<file path="config.mk">
export PLATFORM = sky130hd
export DESIGN_NAME = uart_tx
export DESIGN_NICKNAME = d
export VERILOG_FILES = /design/src/rtl/uart_tx.sv
export SDC_FILE = /design/constraint.sdc
export NUM_CORES = 1
export LEC_CHECK = 0
export BUFFER_PORTS_ARGS = -buffer_cell sky130_fd_sc_hd__buf_2
export CORE_ASPECT_RATIO = 0.6
export CORE_MARGIN = 8
export CORE_UTILIZATION = 40
export DETAILED_ROUTE_END_ITERATION = 8
export HOLD_SLACK_MARGIN = 0.02
export PLACE_DENSITY = 0.61
export SYNTH_ARGS = -nofsm -noshare
export SYNTH_HDL_FRONTEND = slang
export SYNTH_SLANG_ARGS = --single-unit
export TNS_END_PERCENT = 50
</file>
<file path="constraint.sdc">
create_clock -name clk -period 3 [get_ports clk]
set_clock_uncertainty 0.2 [all_clocks]
set_input_delay 0.9 -clock clk [delete_from_list [all_inputs] [get_ports clk]]
set_output_delay 0.9 -clock clk [all_outputs]
set_load 0.05 [all_outputs]
</file>
<file path="src/rtl/uart_tx.sv">
// uart_tx: UART transmitter (start, LSB-first data, stop) with a double-buffered holding register.
// Defining UART_TX_PARITY_EN inserts an even-parity bit between the data and stop bits.
module uart_tx #(
  parameter int CLOCKRATE = 100000000,
  parameter int BAUD = 115200,
  parameter int WORD_LENGTH = 8
) (
  input  logic                   clk,
  input  logic                   reset,
  input  logic [WORD_LENGTH-1:0] tx_data,
  input  logic                   tx_data_valid,
  output logic                   tx_data_ready,
  output logic                   tx_busy,
  output logic                   UART_TX,
  output logic [2:0]             current_state_debug
);
  localparam int M = CLOCKRATE / BAUD;
  localparam int CW = M > 1 ? $clog2(M) : 1;
  localparam int BW = WORD_LENGTH > 1 ? $clog2(WORD_LENGTH) : 1;
  typedef enum logic [2:0] {IDLE = 3'd0, START = 3'd1, DATA = 3'd2, PARITY = 3'd3, STOP = 3'd4} state_t;
  state_t state, state_n;
  logic [CW-1:0] baud_cnt;
  logic [BW-1:0] bit_cnt, bit_n;
  logic [WORD_LENGTH-1:0] shift_reg, shift_n, hold_reg;
  logic hold_full, line, line_n, load, hs, baud_done, last_bit;
`ifdef UART_TX_PARITY_EN
  logic parity, parity_n;
`endif
  assign tx_data_ready = reset && !hold_full;
  assign hs = tx_data_valid && tx_data_ready;
  assign baud_done = baud_cnt == CW'(M - 1);
  assign last_bit = bit_cnt == BW'(WORD_LENGTH - 1);
  assign tx_busy = state != IDLE;
  assign UART_TX = line;
  assign current_state_debug = state;
  // A held word launches straight out of IDLE or out of STOP with no idle clock
  always_comb begin
    state_n = state;
    bit_n = bit_cnt;
    shift_n = shift_reg;
    load = 1'b0;
    case (state)
      IDLE: if (hold_full) begin
        load = 1'b1;
        state_n = START;
      end
      START: if (baud_done) begin
        state_n = DATA;
        bit_n = '0;
      end
      DATA: if (baud_done) begin
        if (last_bit)
`ifdef UART_TX_PARITY_EN
          state_n = PARITY;
`else
          state_n = STOP;
`endif
        else begin
          bit_n = bit_cnt + 1'b1;
          shift_n = shift_reg >> 1;
        end
      end
`ifdef UART_TX_PARITY_EN
      PARITY: if (baud_done) state_n = STOP;
`endif
      STOP: if (baud_done) begin
        load = hold_full;
        state_n = hold_full ? START : IDLE;
      end
      default: state_n = IDLE;
    endcase
    if (load) shift_n = hold_reg;
`ifdef UART_TX_PARITY_EN
    parity_n = load ? ^hold_reg : parity;
    line_n = state_n == START ? 1'b0 : state_n == DATA ? shift_n[0] : state_n == PARITY ? parity_n : 1'b1;
`else
    line_n = state_n == START ? 1'b0 : state_n == DATA ? shift_n[0] : 1'b1;
`endif
  end
  always_ff @(posedge clk) begin
    if (!reset) begin
      state <= IDLE;
      baud_cnt <= '0;
      bit_cnt <= '0;
      shift_reg <= '0;
      hold_reg <= '0;
      hold_full <= 1'b0;
      line <= 1'b1;
`ifdef UART_TX_PARITY_EN
      parity <= 1'b0;
`endif
    end else begin
      state <= state_n;
      baud_cnt <= (state == IDLE || baud_done) ? '0 : baud_cnt + 1'b1;
      bit_cnt <= bit_n;
      shift_reg <= shift_n;
      hold_reg <= hs ? tx_data : hold_reg;
      hold_full <= hs || (hold_full && !load);
      line <= line_n;
`ifdef UART_TX_PARITY_EN
      parity <= parity_n;
`endif
    end
  end
endmodule

</file>
# Word-level counts from Yosys, hierarchy flattened
# Cells that the tools add are included.
# op_classes
addsub,2
eq_ne,11
mux,20
bitwise_logic,1
n_reduce_logical,15
# op_table
op,count
8-bit 2-to-1 mux,4
3-bit 2-to-1 mux,8
3-bit case mux with 4 select lines,1
10-bit by 1-bit adder with 10-bit output (second input constant),1
10-bit equality test (second input constant),1
2-bit != test (second input constant),4
3-bit by 1-bit equality test with 1-bit output (second input constant),2
3-bit by 2-bit equality test with 1-bit output (second input constant),2
3-bit equality test (second input constant),2
3-bit case mux with 2 select lines,1
2-bit nonzero test,3
1-bit 2-to-1 mux,5
4-bit AND reduction,1
3-bit by 1-bit adder with 3-bit output (second input constant),1
1-bit logical AND,3
3-bit logical NOT,1
3-bit AND reduction,1
3-bit nonzero test,1
1-bit logical NOT,2
1-bit logical OR,2
1-bit case mux with 2 select lines,1
2-bit OR reduction,1
1-bit NOT,1
# word_totals
register_bits,34
inputBits,11
output_inout_bits,6

# Logic depth before layout (Yosys ltp)
# depth
depth_word,7
mapped_depth,8

# Least setup slack after synthesis
# OpenSTA, ideal clock, no wires.
# synth_timing
path_type,input-to-output
from,in reset
to,out tx_data_ready
arrival_ns,1.783
t_required_ns,1.900
slack_ns,0.117
path_stages,3
cell_sequence,inv_2 -> clkbuf_1 -> nor2_1
# synth_via
elab_chain_len,1
# synth_lines
element,line,text
"start, declared",9,"input logic reset,"
1-bit logical AND,29,assign tx_data_ready = reset && !hold_full;
"end, declared",12,"output logic tx_data_ready,"
# Every way passes these cells.

# Worst setup path after layout
# Ends and elaborated chain as after synthesis.

==> metrics.md <==
| Metric | Value |
|---|---|
| Syn_nets | 181 |
| Antenna-violating nets left | 0 |
| TNS Setup | 0 ns |
| Most frequent CP cell | buf_2 |
| CP startpoint kind | primary input |
| Clk pwr share | 0.468 |
| Post-CTS Setup Bufs | 0 |
| Hold Startpoint | hold_reg[1] |
| Post-DP Area | 1630 sq um |
| Cell area after layout | 1760 sq um |
| Routed wire per std cell | 13.6 um |
| Area leader, netlist | dfxtp_1 |
| First-pass DRT Iterations | 4 |
| Worst hold path class | flop to flop |
| # nets final | 199 |
| Post-Syn Area | 1520 sq um |
| Fmax | 400 MHz |
| First-pass GRT wire length | 5.41 mm |
| Ratio of cells with drive above 1 in the final layout | 0.199 |
| Crit Path Class | primary input to output pin |
| Antenna cells | 0 |
| Clk Tree Root Cell | clkbuf_8 |
| Slew headroom | 0.644 |
| Vias/cell | 4.93 |
| Most frequent cell after synthesis | dfxtp_1 |
| Top post-synthesis cells by area | dfxtp_1, nand2_1, nor2_1 |
| Chip width | 95.5 um |
| Hold Crit Endpoint | hold_reg[1] |
| Tmin final | 2.50 ns |
| Crit Path Max Fanout | 4 |
| Count of final setup violators | 0 |
| Vias in the first global route | 1174 |
| Final Power | 1.08 mW |
| Total GRT Usage | 0.112 |
| Site row count | 17 |
| Max Slew Vio Count | 0 |
| Crit end category | output pin |
| Clock buffer depth | 2 |
| DP Wirelength | 2.35 mm |
| Fin crit share | 0.832 |
| Vias | 1149 |
| Worst Max-Slew Pin Slew | 0.533 ns |
| Post-synth EDFFs | 0 |
| Post-Layout Cell Count | 233 |
| Starting DRT DRC Count | 66 |
| Leak | 0.721 nW |
| Number of remaining DRC errors | 0 |
| Critical path required time | 1.90 ns |
| Port Buffer Count | 16 |
| Fin. Hold Viols | 0 |
| Max reg flops | 10 |
| Sequential share of the synthesized area | 0.448 |
| Die Height | 63.7 um |
| Worst hold slack | 0.264 ns |
| Slowest cell on crit path | buf_2 |
| Level count of the clock H-tree | 2 |
| Worst path arrival time | 1.40 ns |
| Placed cells | 225 |
| Grt total ovfl | 0 |
| Ys Warns | 0 |
| Core area | 3660 sq um |
| Internal power | 0.834 mW |
| Top post-synthesis cells by count | dfxtp_1, nand2_1, nor2_1 |
| Cells after Synth | 167 |
| Post-synthesis cell type count | 38 |
| Sequential power share | 0.448 |
| Die Area | 6090 sq um |
| Largest net degree at the start of global routing | 23 |
| Reg-to-reg slack, setup | 0.66 ns |
| I/O pin count | 17 |
| Synth-to-Final Area Change | 16.2% |
| Switching share of power | 0.227 |
| Total CTS buffers | 5 |
| Worst-path cell chain | buf_2, inv_2, nor2_1, buf_2 |
| Comb power frac | 0.084 |
| Hold path cells | 2 |
| Cts hold-fix bufs | 0 |
| Mean Syn Cell Area | 9.09 sq um |
| Yosys top cell area share | 0.448 |
| Worst R2R Start | baud_cnt[0] |
| Psw | 0.244 mW |
| RSZ-0062 raised after global routing | no |
| Clk sink count | 34 |
| Worst skew pair latency | 0.28 ns |
| Top_reg_cell synth | dfxtp_1 |
| Status | complete, no violations |
| R2r endpoint | UART_TX |
| Critical path's largest stage delay | 0.27 ns |
| GP Congestion | 0.796 |
| Initial core utilization | 0.415 |
| FFs w/ async S/R, synth | 0 |
| Flops & latches, synth | 34 |
| Drt total wl | 3.17 mm |
| Cell Pwr Density | 611 nW/um^2 |
| Post-CTS sizing | 0 |
| Antenna violations before repair | 0 |
| Maxcap violations | 0 |
| Worst vdd ir | 0.280 mV |
| TritonCTS clock tree | built |
| Clk slew on worst S/H paths | 0.07 ns |
| Worst-case reg-to-reg path depth | 6 |
==> per-layer routing <==
layer	vias to the layer above	GRT usage	wire length, um
li1	599	-	-
met1	528	0.145	1540
met2	20	0.155	1440
met3	2	0.0414	162
met4	0	0.0610	27
met5	-	0	0
==> worst max path at each step <==
| stage | startpoint | to | slack, ns | depth (start not counted) |
|---|---|---|---|---|
| after CTS | reset | tx_data_ready | 0.49 | 4 |
| after global routing | reset | tx_data_ready | 0.46 | 4 |
| after global placement | reset | tx_data_ready | 0.49 | 4 |
| after floorplan | reset | tx_data_ready | 0.12 | 3 |
| final | reset | tx_data_ready | 0.50 | 4 |
| after detailed placement | reset | tx_data_ready | 0.50 | 4 |
==> area by class of cell <==
type | instances | area [sq um]
clock buffers | 5 | 68.8
well taps | 47 | 58.8
multi-input cells | 122 | 781
repair buffers | 17 | 87.6
inverters | 5 | 18.8
fillers | 360 | 1890
clock inverters | 3 | 68.8
flip-flops and latches | 34 | 681
==> power groups by stage <==
stage	combinational (mW)	clock (mW)	sequential (mW)
3_5_place_dp	0.0908	0	0.494
2_1_floorplan	0.0631	0	0.499
3_3_place_gp	0.0883	0	0.493
4_1_cts	0.0914	0.519	0.484
5_1_grt	0.0992	0.539	0.486
6_report	0.0901	0.505	0.484
==> placed cells by master (no fill, tap or decap), drive strengths merged, types with 4 or more instances in the layout <==
cell     n
a211oi   5
a21oi   12
and2     4
buf     17
clkbuf   5
dfxtp   34
inv      5
mux2i    7
nand2   25
nand3    5
nor2    25
nor2b    4
xnor2    5
==> through the flow <==
stage               setup WS (ns)  utilization
floorplan                   0.117            -
CTS                         0.493        0.482
finish                      0.503        0.482
detailed placement          0.496        0.445
global placement            0.486        0.445
global route                0.463        0.482
==> worst max-delay path: cells and delay by family <==
kind                   cells  cell delay [ns]
AND/OR/NAND/NOR            1             0.07
buffers and inverters      3             0.43
==> logic make-up (layout without fill, tap and decap cells) <==
group / count (synthesis) / in the layout / share of synthesized area
simple gates: 78 / 78 / 0.253
flops: 34 / 34 / 0.448
compound gates: 25 / 25 / 0.137
buf+inv: 11 / 30 / 0.0371
xor+xnor: 8 / 8 / 0.0462
mux: 8 / 8 / 0.0536
fa+ha+maj: 3 / 3 / 0.0247
Power figures use the tool's default switching activity.
